===== src/rtl/exec_unit_alu_mul.sv =====
// Execution unit fed by the reservation stations: single-cycle ALU operations
// and a 64-cycle shift-add multiplier. Each result is held in an output register
// and driven onto the result bus until the bus grants it.
module exec_unit_alu_mul #(
    parameter int ROBsize    = 32,
    parameter int ROBsizeLog = $clog2(ROBsize + 1)
) (
    input  logic                  clk_i,
    input  logic                  reset_i,
    input  logic [63:0]           rsVal1_i,
    input  logic [63:0]           rsVal2_i,
    input  logic [9:0]            rsCommands_i,
    input  logic [ROBsizeLog-1:0] rsTag_i,
    input  logic                  rsReady_i,
    output logic                  stall_o,
    input  logic                  cdbGrant_i,
    output logic [64:0]           resultVal_o,
    output logic [ROBsizeLog-1:0] resultTag_o,
    output logic                  busy_o
);

    typedef enum logic [1:0] {
        IDLE = 2'd0,
        MUL  = 2'd1,
        DONE = 2'd2
    } state_t;

    localparam logic [3:0] OP_MUL = 4'd8;

    state_t                state_reg;
    logic [63:0]           mcand_reg;   // multiplicand, shifted left each MUL cycle
    logic [63:0]           mplier_reg;  // multiplier, shifted right each MUL cycle
    logic [63:0]           acc_reg;     // partial product
    logic [6:0]            cnt_reg;
    logic [ROBsizeLog-1:0] tag_reg;
    logic [63:0]           result_reg;

    logic [3:0]  opcode;
    logic [5:0]  shamt;
    logic [63:0] alu_res;
    logic [63:0] acc_next;
    logic        accept;
    logic        unused_cmd_bits;

    assign opcode          = rsCommands_i[3:0];
    assign shamt           = rsVal2_i[5:0];
    assign unused_cmd_bits = ^rsCommands_i[9:4];

    // Stall whenever the unit cannot take a new instruction this edge; in DONE a
    // grant frees the output register so a new instruction can slip in behind it.
    always_comb begin
        stall_o = ~reset_i | (state_reg == MUL) | ((state_reg == DONE) & ~cdbGrant_i);
        accept  = rsReady_i & ~stall_o;
    end

    // Single-cycle ALU, evaluated on the incoming operands so the result can be
    // registered on the accept edge.
    always_comb begin
        alu_res = 64'd0;
        case (opcode)
            4'd0:    alu_res = rsVal1_i + rsVal2_i;
            4'd1:    alu_res = rsVal1_i - rsVal2_i;
            4'd2:    alu_res = rsVal1_i & rsVal2_i;
            4'd3:    alu_res = rsVal1_i | rsVal2_i;
            4'd4:    alu_res = rsVal1_i ^ rsVal2_i;
            4'd5:    alu_res = rsVal1_i << shamt;
            4'd6:    alu_res = rsVal1_i >> shamt;
            4'd7:    alu_res = $signed(rsVal1_i) >>> shamt;
            4'd9:    alu_res = rsVal2_i;
            default: alu_res = 64'd0;
        endcase
    end

    // One shift-add step: add the multiplicand when the current multiplier bit is set.
    always_comb begin
        acc_next = acc_reg + (mplier_reg[0] ? mcand_reg : 64'd0);
    end

    // Control FSM plus datapath registers; accept has priority so a granted
    // result can be followed by a new instruction with no bubble.
    always_ff @(posedge clk_i) begin
        if (!reset_i) begin
            state_reg  <= IDLE;
            mcand_reg  <= 64'd0;
            mplier_reg <= 64'd0;
            acc_reg    <= 64'd0;
            cnt_reg    <= 7'd0;
            tag_reg    <= '0;
            result_reg <= 64'd0;
        end else if (accept) begin
            mcand_reg  <= rsVal1_i;
            mplier_reg <= rsVal2_i;
            tag_reg    <= rsTag_i;
            acc_reg    <= 64'd0;
            cnt_reg    <= 7'd0;
            if (opcode == OP_MUL) begin
                state_reg <= MUL;
            end else begin
                result_reg <= alu_res;
                state_reg  <= DONE;
            end
        end else begin
            case (state_reg)
                MUL: begin
                    acc_reg    <= acc_next;
                    mcand_reg  <= mcand_reg << 1;
                    mplier_reg <= mplier_reg >> 1;
                    cnt_reg    <= cnt_reg + 7'd1;
                    if (cnt_reg == 7'd63) begin
                        result_reg <= acc_next;
                        state_reg  <= DONE;
                    end
                end
                DONE: begin
                    if (cdbGrant_i) begin
                        state_reg <= IDLE;
                    end
                end
                default: state_reg <= IDLE;
            endcase
        end
    end

    // Result bus drive: only a held result is presented, everything else reads zero.
    always_comb begin
        busy_o = (state_reg != IDLE);
        if (state_reg == DONE) begin
            resultVal_o = {1'b1, result_reg};
            resultTag_o = tag_reg;
        end else begin
            resultVal_o = 65'd0;
            resultTag_o = '0;
        end
    end

endmodule


===== config.mk =====
export PLATFORM = sky130hd
export DESIGN_NAME = exec_unit_alu_mul
export DESIGN_NICKNAME = d
export VERILOG_FILES = /design/src/rtl/exec_unit_alu_mul.sv
export SDC_FILE = /design/constraint.sdc
export NUM_CORES = 2
export LEC_CHECK = 0
export ABC_AREA = 1
export ABC_CLOCK_PERIOD_IN_PS = 8000
export BUFFER_PORTS_ARGS = -buffer_cell sky130_fd_sc_hd__buf_2
export CAP_MARGIN = 5
export CORE_MARGIN = 4
export CORE_UTILIZATION = 46
export CTS_CLUSTER_SIZE = 10
export DETAILED_ROUTE_END_ITERATION = 8
export PLACE_DENSITY = 0.67
export SLEW_MARGIN = 20
export SYNTH_ARGS = -nofsm -noshare
export SYNTH_HDL_FRONTEND = slang
export SYNTH_SLANG_ARGS = --single-unit

===== constraint.sdc =====
create_clock -name clk_i -period 8 [get_ports clk_i]
set_input_delay 0.4 -clock clk_i [delete_from_list [all_inputs] [get_ports clk_i]]
set_output_delay 0.4 -clock clk_i [all_outputs]
set_load 0.005 [all_outputs]

* Word level (Yosys, flattened, before mapping)
Cells that the tools add are included.
Word-level totals: flip-flop bits (word level) 271, input port bits 148, output and inout port bits 73
Operators by class: add/sub/neg operators 4, equal/unequal tests 15, shift-type cells 3, multiplexer cells 17, bitwise gates (word level) 10, reductions and logical operators 7
Operators with widths (count):
- 2-to-1 mux 64 bit | 9
- case mux 64 bit (9 select lines) | 1
- adder 64 bit | 2
- 2-to-1 mux 65 bit | 1
- bitwise AND 64 bit | 1
- bitwise OR 64 bit | 1
- << shifter 64 x 6 -> 64 bit | 1
- right shift 64 x 6 -> 64 bit | 1
- >>> shifter 64 x 6 -> 64 bit | 1
- subtractor 64 bit | 1
- bitwise XOR 64 bit | 1
- == test 4 x 3 -> 1 bit (second input constant) | 4
- == test 4 x 2 -> 1 bit (second input constant) | 2
- == test 4 bit (second input constant) | 2
- 2-to-1 mux 2 bit | 4
- adder 7 x 1 -> 7 bit (second input constant) | 1
- == test 7 x 6 -> 1 bit (second input constant) | 1
- 2-to-1 mux 6 bit | 1
- nonzero test 2 bit | 3
- == test 4 x 1 -> 1 bit (second input constant) | 1
- logical NOT 4 bit | 1
- case mux 2 bit (2 select lines) | 1
- inequality test 3 x 2 -> 1 bit (second input constant) | 1
- inequality test 3 bit (second input constant) | 1
- other kinds (9) | 13

* Depth between registers and ports, before layout
word-level depth 7, gate-level depth with buffers 35, mapped depth without buffers 32

* Least setup slack after synthesis
No wires, ideal clock.
kind input-to-reg, start point input rsVal2_i[1], end point register result_reg[49], arrival 3.913 ns, data required time 7.891 ns, slack 3.978 ns, stages 33, buffers on the path 4, path through buf_2 inv_2 buf_6 buf_2 buf_2 ha_1 nand3_2 nor2_4 nand2_2 nor2_4 inv_2 nor2_1 inv_1 nor2_1 nand3b_1 nor3_2 o21a_1 nor2_1 ha_1 nand2_1 nor2_1 nand2_1 nor3_1 and2_1 nand2_1 nand3_1 nand2_1 nand3_1 nand3_1 nand2_1 nand3_1 nand2_1 inv_1
Between the ends: word-level cells in the longest chain between the ends 4, elaborated cells on any way between the ends 8, those cells by class add/sub: 2; shift: 3; mux: 3
RTL lines:
- start: declaration | RTL line 11 | input logic [63:0] rsVal2_i,
- subtractor 64 bit (tied with other cells) | RTL line 62 | 4'd1: alu_res = rsVal1_i - rsVal2_i;
- case mux 64 bit (9 select lines) (*) | RTL line 60 | case (opcode)
- 2-to-1 mux 64 bit (*) | RTL line 96 | if (opcode == OP_MUL) begin
- 2-to-1 mux 64 bit (*) | RTL line 90 | end else if (accept) begin
- end signal: assignment | RTL line 99 | result_reg <= alu_res;
- end signal: assignment | RTL line 110 | result_reg <= acc_next;
- end: declaration | RTL line 36 | logic [63:0] result_reg;
Mark *: on every way between the ends. The rest lies on a longest branch, timed or not. The select of a mux whose other input is x is not followed. A chain may end at the register's enable or synchronous reset.

* Worst setup path in the final report
start point input rsVal2_i[1], end point register result_reg[45]
Same word-level chain as after synthesis.

==> summary.md <==
| Metric | Value |
|---|---|
| Outcome | `finished clean` |
| Gr usage total | `47.0%` |
| Commonest cells in the netlist | `nand2_1, nand3_1, inv_1` |
| Reg2reg end | `result_reg[60]$_SDFFE_PN0P_` |
| Cell Area, Synth | `approximately 37,000 um^2` |
| Avg Cell Area, Syn | `5.43 um^2` |
| CTS Sinks | `271` |
| Pwr dens | `about 130 nW/um^2` |
| CTS max path bufs | `3` |
| Min-Delay Path Depth | `3` |
| Hold path endpoint | `tag_reg[4]$_SDFFE_PN0P_` |
| WL/cell | `26.8 um` |
| Unrepaired setup endpoints after global routing | `no` |
| CP Data Required Time | `~8.4 ns` |
| # IOs | `approximately 220` |
| CTS clk-pin slew, worst paths | `roughly 0.050 ns` |
| Crit-path slowest cell | `clkinv_2` |
| Slew Limit Fails | `0` |
| Leak | `around 20 nW` |
| # rows | `just over 100` |
| Postcts setup bufs | `0` |
| Count leader, synth | `nand2_1` |
| Area after DPL | `38,200 um^2` |
| Fin. Hold Viols | `0` |
| Sequential Area | `~5400 um^2` |
| First-pass GRT wire length | `295,000 um` |
| Post-route design area | `39,300 um^2` |
| Antenna violations before repair | `19` |
| CP Class | `input port to flip-flop` |
| Nets@finish | `roughly 7,200` |
| Die width | `just under 300 um` |
| Vias per inst | `6.14` |
| Fin Setup TNS | `0 ns` |
| Area Growth Syn to Fin | `7.30%` |
| Post-route total power | `5.04 mW` |
| First DRT Iteration DRCs | `approximately 7,000` |
| Hold Crit Start | `rsTag_i[4]` |
| Flop2flop setup slack | `between 3 and 4 ns` |
| DP Wirelength | `around 170,000 um` |
| Grt met2 use | `66.9%` |
| Met3 Use GR | `14.0%` |
| Critical Path Start Type | `input port` |
| Met1 GRT Util | `roughly three fifths` |
| Share of synthesized registers carrying an async set or reset | `0%` |
| Max VDD drop | `168 uV` |
| ANT nets after route | `0` |
| Number of synthesized flops with an enable pin | `0` |
| Hold Crit Class | `input port to flip-flop` |
| Later-pin clock latency in the skew report | `0.63 ns` |
| Primary FF master, synth | `dfxtp_1` |
| Pin count of the biggest net entering global routing | `171` |
| Final cycle utilization of the critical path | `approximately 70%` |
| Vias | `around 48,000` |
| Worst setup margin | `2.44 ns` |
| Yosys cell types | `63` |
| Vias in the first global route | `approximately 42,000` |
| CTS resizes | `0` |
| Slew margin rel. | `a little under a quarter` |
| DRT Wirelength | `between 200,000 and 250,000 um` |
| Share of cells above drive strength 1 | `about 5.8%` |
| DRT Pass-1 Iters | `7` |
| Worst Path Arrival | `around 6.0 ns` |
| Cts hold-fix bufs | `0` |
| Syn Inst Count | `~6,800` |
| DRC viols | `0` |
| Syn_nets | `around 7,000` |
| Filler instances | `between 8,000 and 9,000` |
| FMAX | `0.180 GHz` |
| Actual slew at the worst max-slew pin | `1.14 ns` |
| Multi-input gate area | `~27,000 um^2` |
| Min Hold Slack | `0.121 ns` |
| # H-tree levels | `2` |
| Clock Skew | `0.0715 ns` |
| Die H | `~290 um` |
| Yosys top cell area share | `between 20% and 30%` |
| Yosys warns | `0` |
| CP endpoint kind | `flip-flop` |
| Inserted Clock Buffers | `36` |
| Critical Path Max Stage Delay | `~0.81 ns` |
| R2R depth | `21` |
| Final setup violating endpoints | `0` |
| Initial Util | `a little under half` |
| Pre-CTS WS | `about 2.2 ns` |
| Synth area leader | `nand2_1` |
| Register bit count reported by yosys | `271` |
| Synth area leaders | `nand2_1, dfxtp_1, nand3_1` |
| Die ar. | `between 80,000 and 90,000 um^2` |
| CTS tree | `built` |
| CTS root buffer | `clkbuf_16` |
| IO buf count | `around 210` |
| Post-route minimum period | `5.56 ns` |
| Core ar. | `79,000 um^2` |
| Grt total ovfl | `0` |
| Gp weighted congestion | `roughly 1.2` |
| GRT Max-Usage Layer | `met2` |
| Max Cap Viol | `0` |
| Worst r2r src | `mplier_reg[0]$_SDFFE_PN0P_` |
| Largest fanout on the critical path | `a little over 80` |
| Register area share after synthesis | `14.8%` |
## worst max-delay path: cells and delay by family
family,cells,cell delay (ns)
AO/OA/AOI/OAI,1,0.30
AND/OR/NAND/NOR,19,2.37
adder cells (fa/ha/maj),2,0.89
buffers and inverters,5,1.77
XOR/XNOR,1,0.23
## metrics by stage
step                      util [%]  std cells
after floorplan                  -       6754
after global placement        48.3       7767
after detailed placement      48.3       7767
after CTS                     49.7       7823
after global routing          49.8       7825
final                         49.8       7832
## cell families (layout without fill, tap and decap cells)
kind of cell             Yosys count  in the layout  share of synthesized area, %
AO/OA/AOI/OAI                   1032           1032                          16.7
XOR/XNOR                          92             92                          2.20
adder cells (fa/ha/maj)          259            259                          8.88
buffers and inverters           1155           1174                          12.4
flip-flops                       271            271                          14.8
other                              0              9                             0
AND/OR/NAND/NOR                 3945           3945                          45.0
## layout make-up
class                           count  area share [%]
Multi-Input combinational cell   5328            67.9
Sequential cell                   271            13.8
Inverter                          848            8.13
Timing Repair Buffer              270            3.88
Tap cell                         1050            3.34
Clock buffer                       47            2.52
Clock inverter                      9           0.328
Antenna cell                        9          0.0573
## worst max-delay path by stage
| stage | from | to | slack [ns] | cells after the start |
|---|---|---|---|---|
| floorplan | rsVal2_i[1] | result_reg[49]$_SDFFE_PN0P_ | 3.98 | 33 |
| detailed placement | rsVal2_i[1] | result_reg[45]$_SDFFE_PN0P_ | 2.20 | 28 |
| finish | rsVal2_i[1] | result_reg[45]$_SDFFE_PN0P_ | 2.44 | 28 |
| global placement | rsVal2_i[1] | result_reg[45]$_SDFFE_PN0P_ | 2.21 | 28 |
| global route | rsVal2_i[1] | result_reg[45]$_SDFFE_PN0P_ | 2.28 | 28 |
| CTS | rsVal2_i[1] | result_reg[45]$_SDFFE_PN0P_ | 2.77 | 28 |
## power breakdown
part	switching [mW]	internal, mW	leakage, nW
Sequential	0.0439	1.41	2.21
Combinational	1.46	0.480	17.3
Clock	0.714	0.937	0.552
Total	2.22	2.83	20.1
## routing by layer
metal	wire length [um]	up-vias
li1	-	22000
met1	79700	22100
met2	81800	3352
met3	28700	651
met4	19200	20
met5	136	-
## cell usage in the layout, fill, tap and decap left out, types with 24 or more instances in the layout
cell / n
nand2_1: 2109
nand3_1: 843
inv_1: 822
nor2_1: 762
a21oi_1: 361
o21ai_0: 282
dfxtp_1: 270
ha_1: 257
buf_2: 211
xor2_1: 88
a221oi_1: 87
o211ai_1: 86
a31oi_1: 57
buf_4: 57
nand4_1: 55
o21ai_1: 41
clkbuf_16: 36
o21bai_1: 35
nor3_1: 33
nand3b_1: 30
and2_1: 30
a211oi_1: 30
nor4_1: 24
Note: power is estimated with default switching activity, not from simulation.
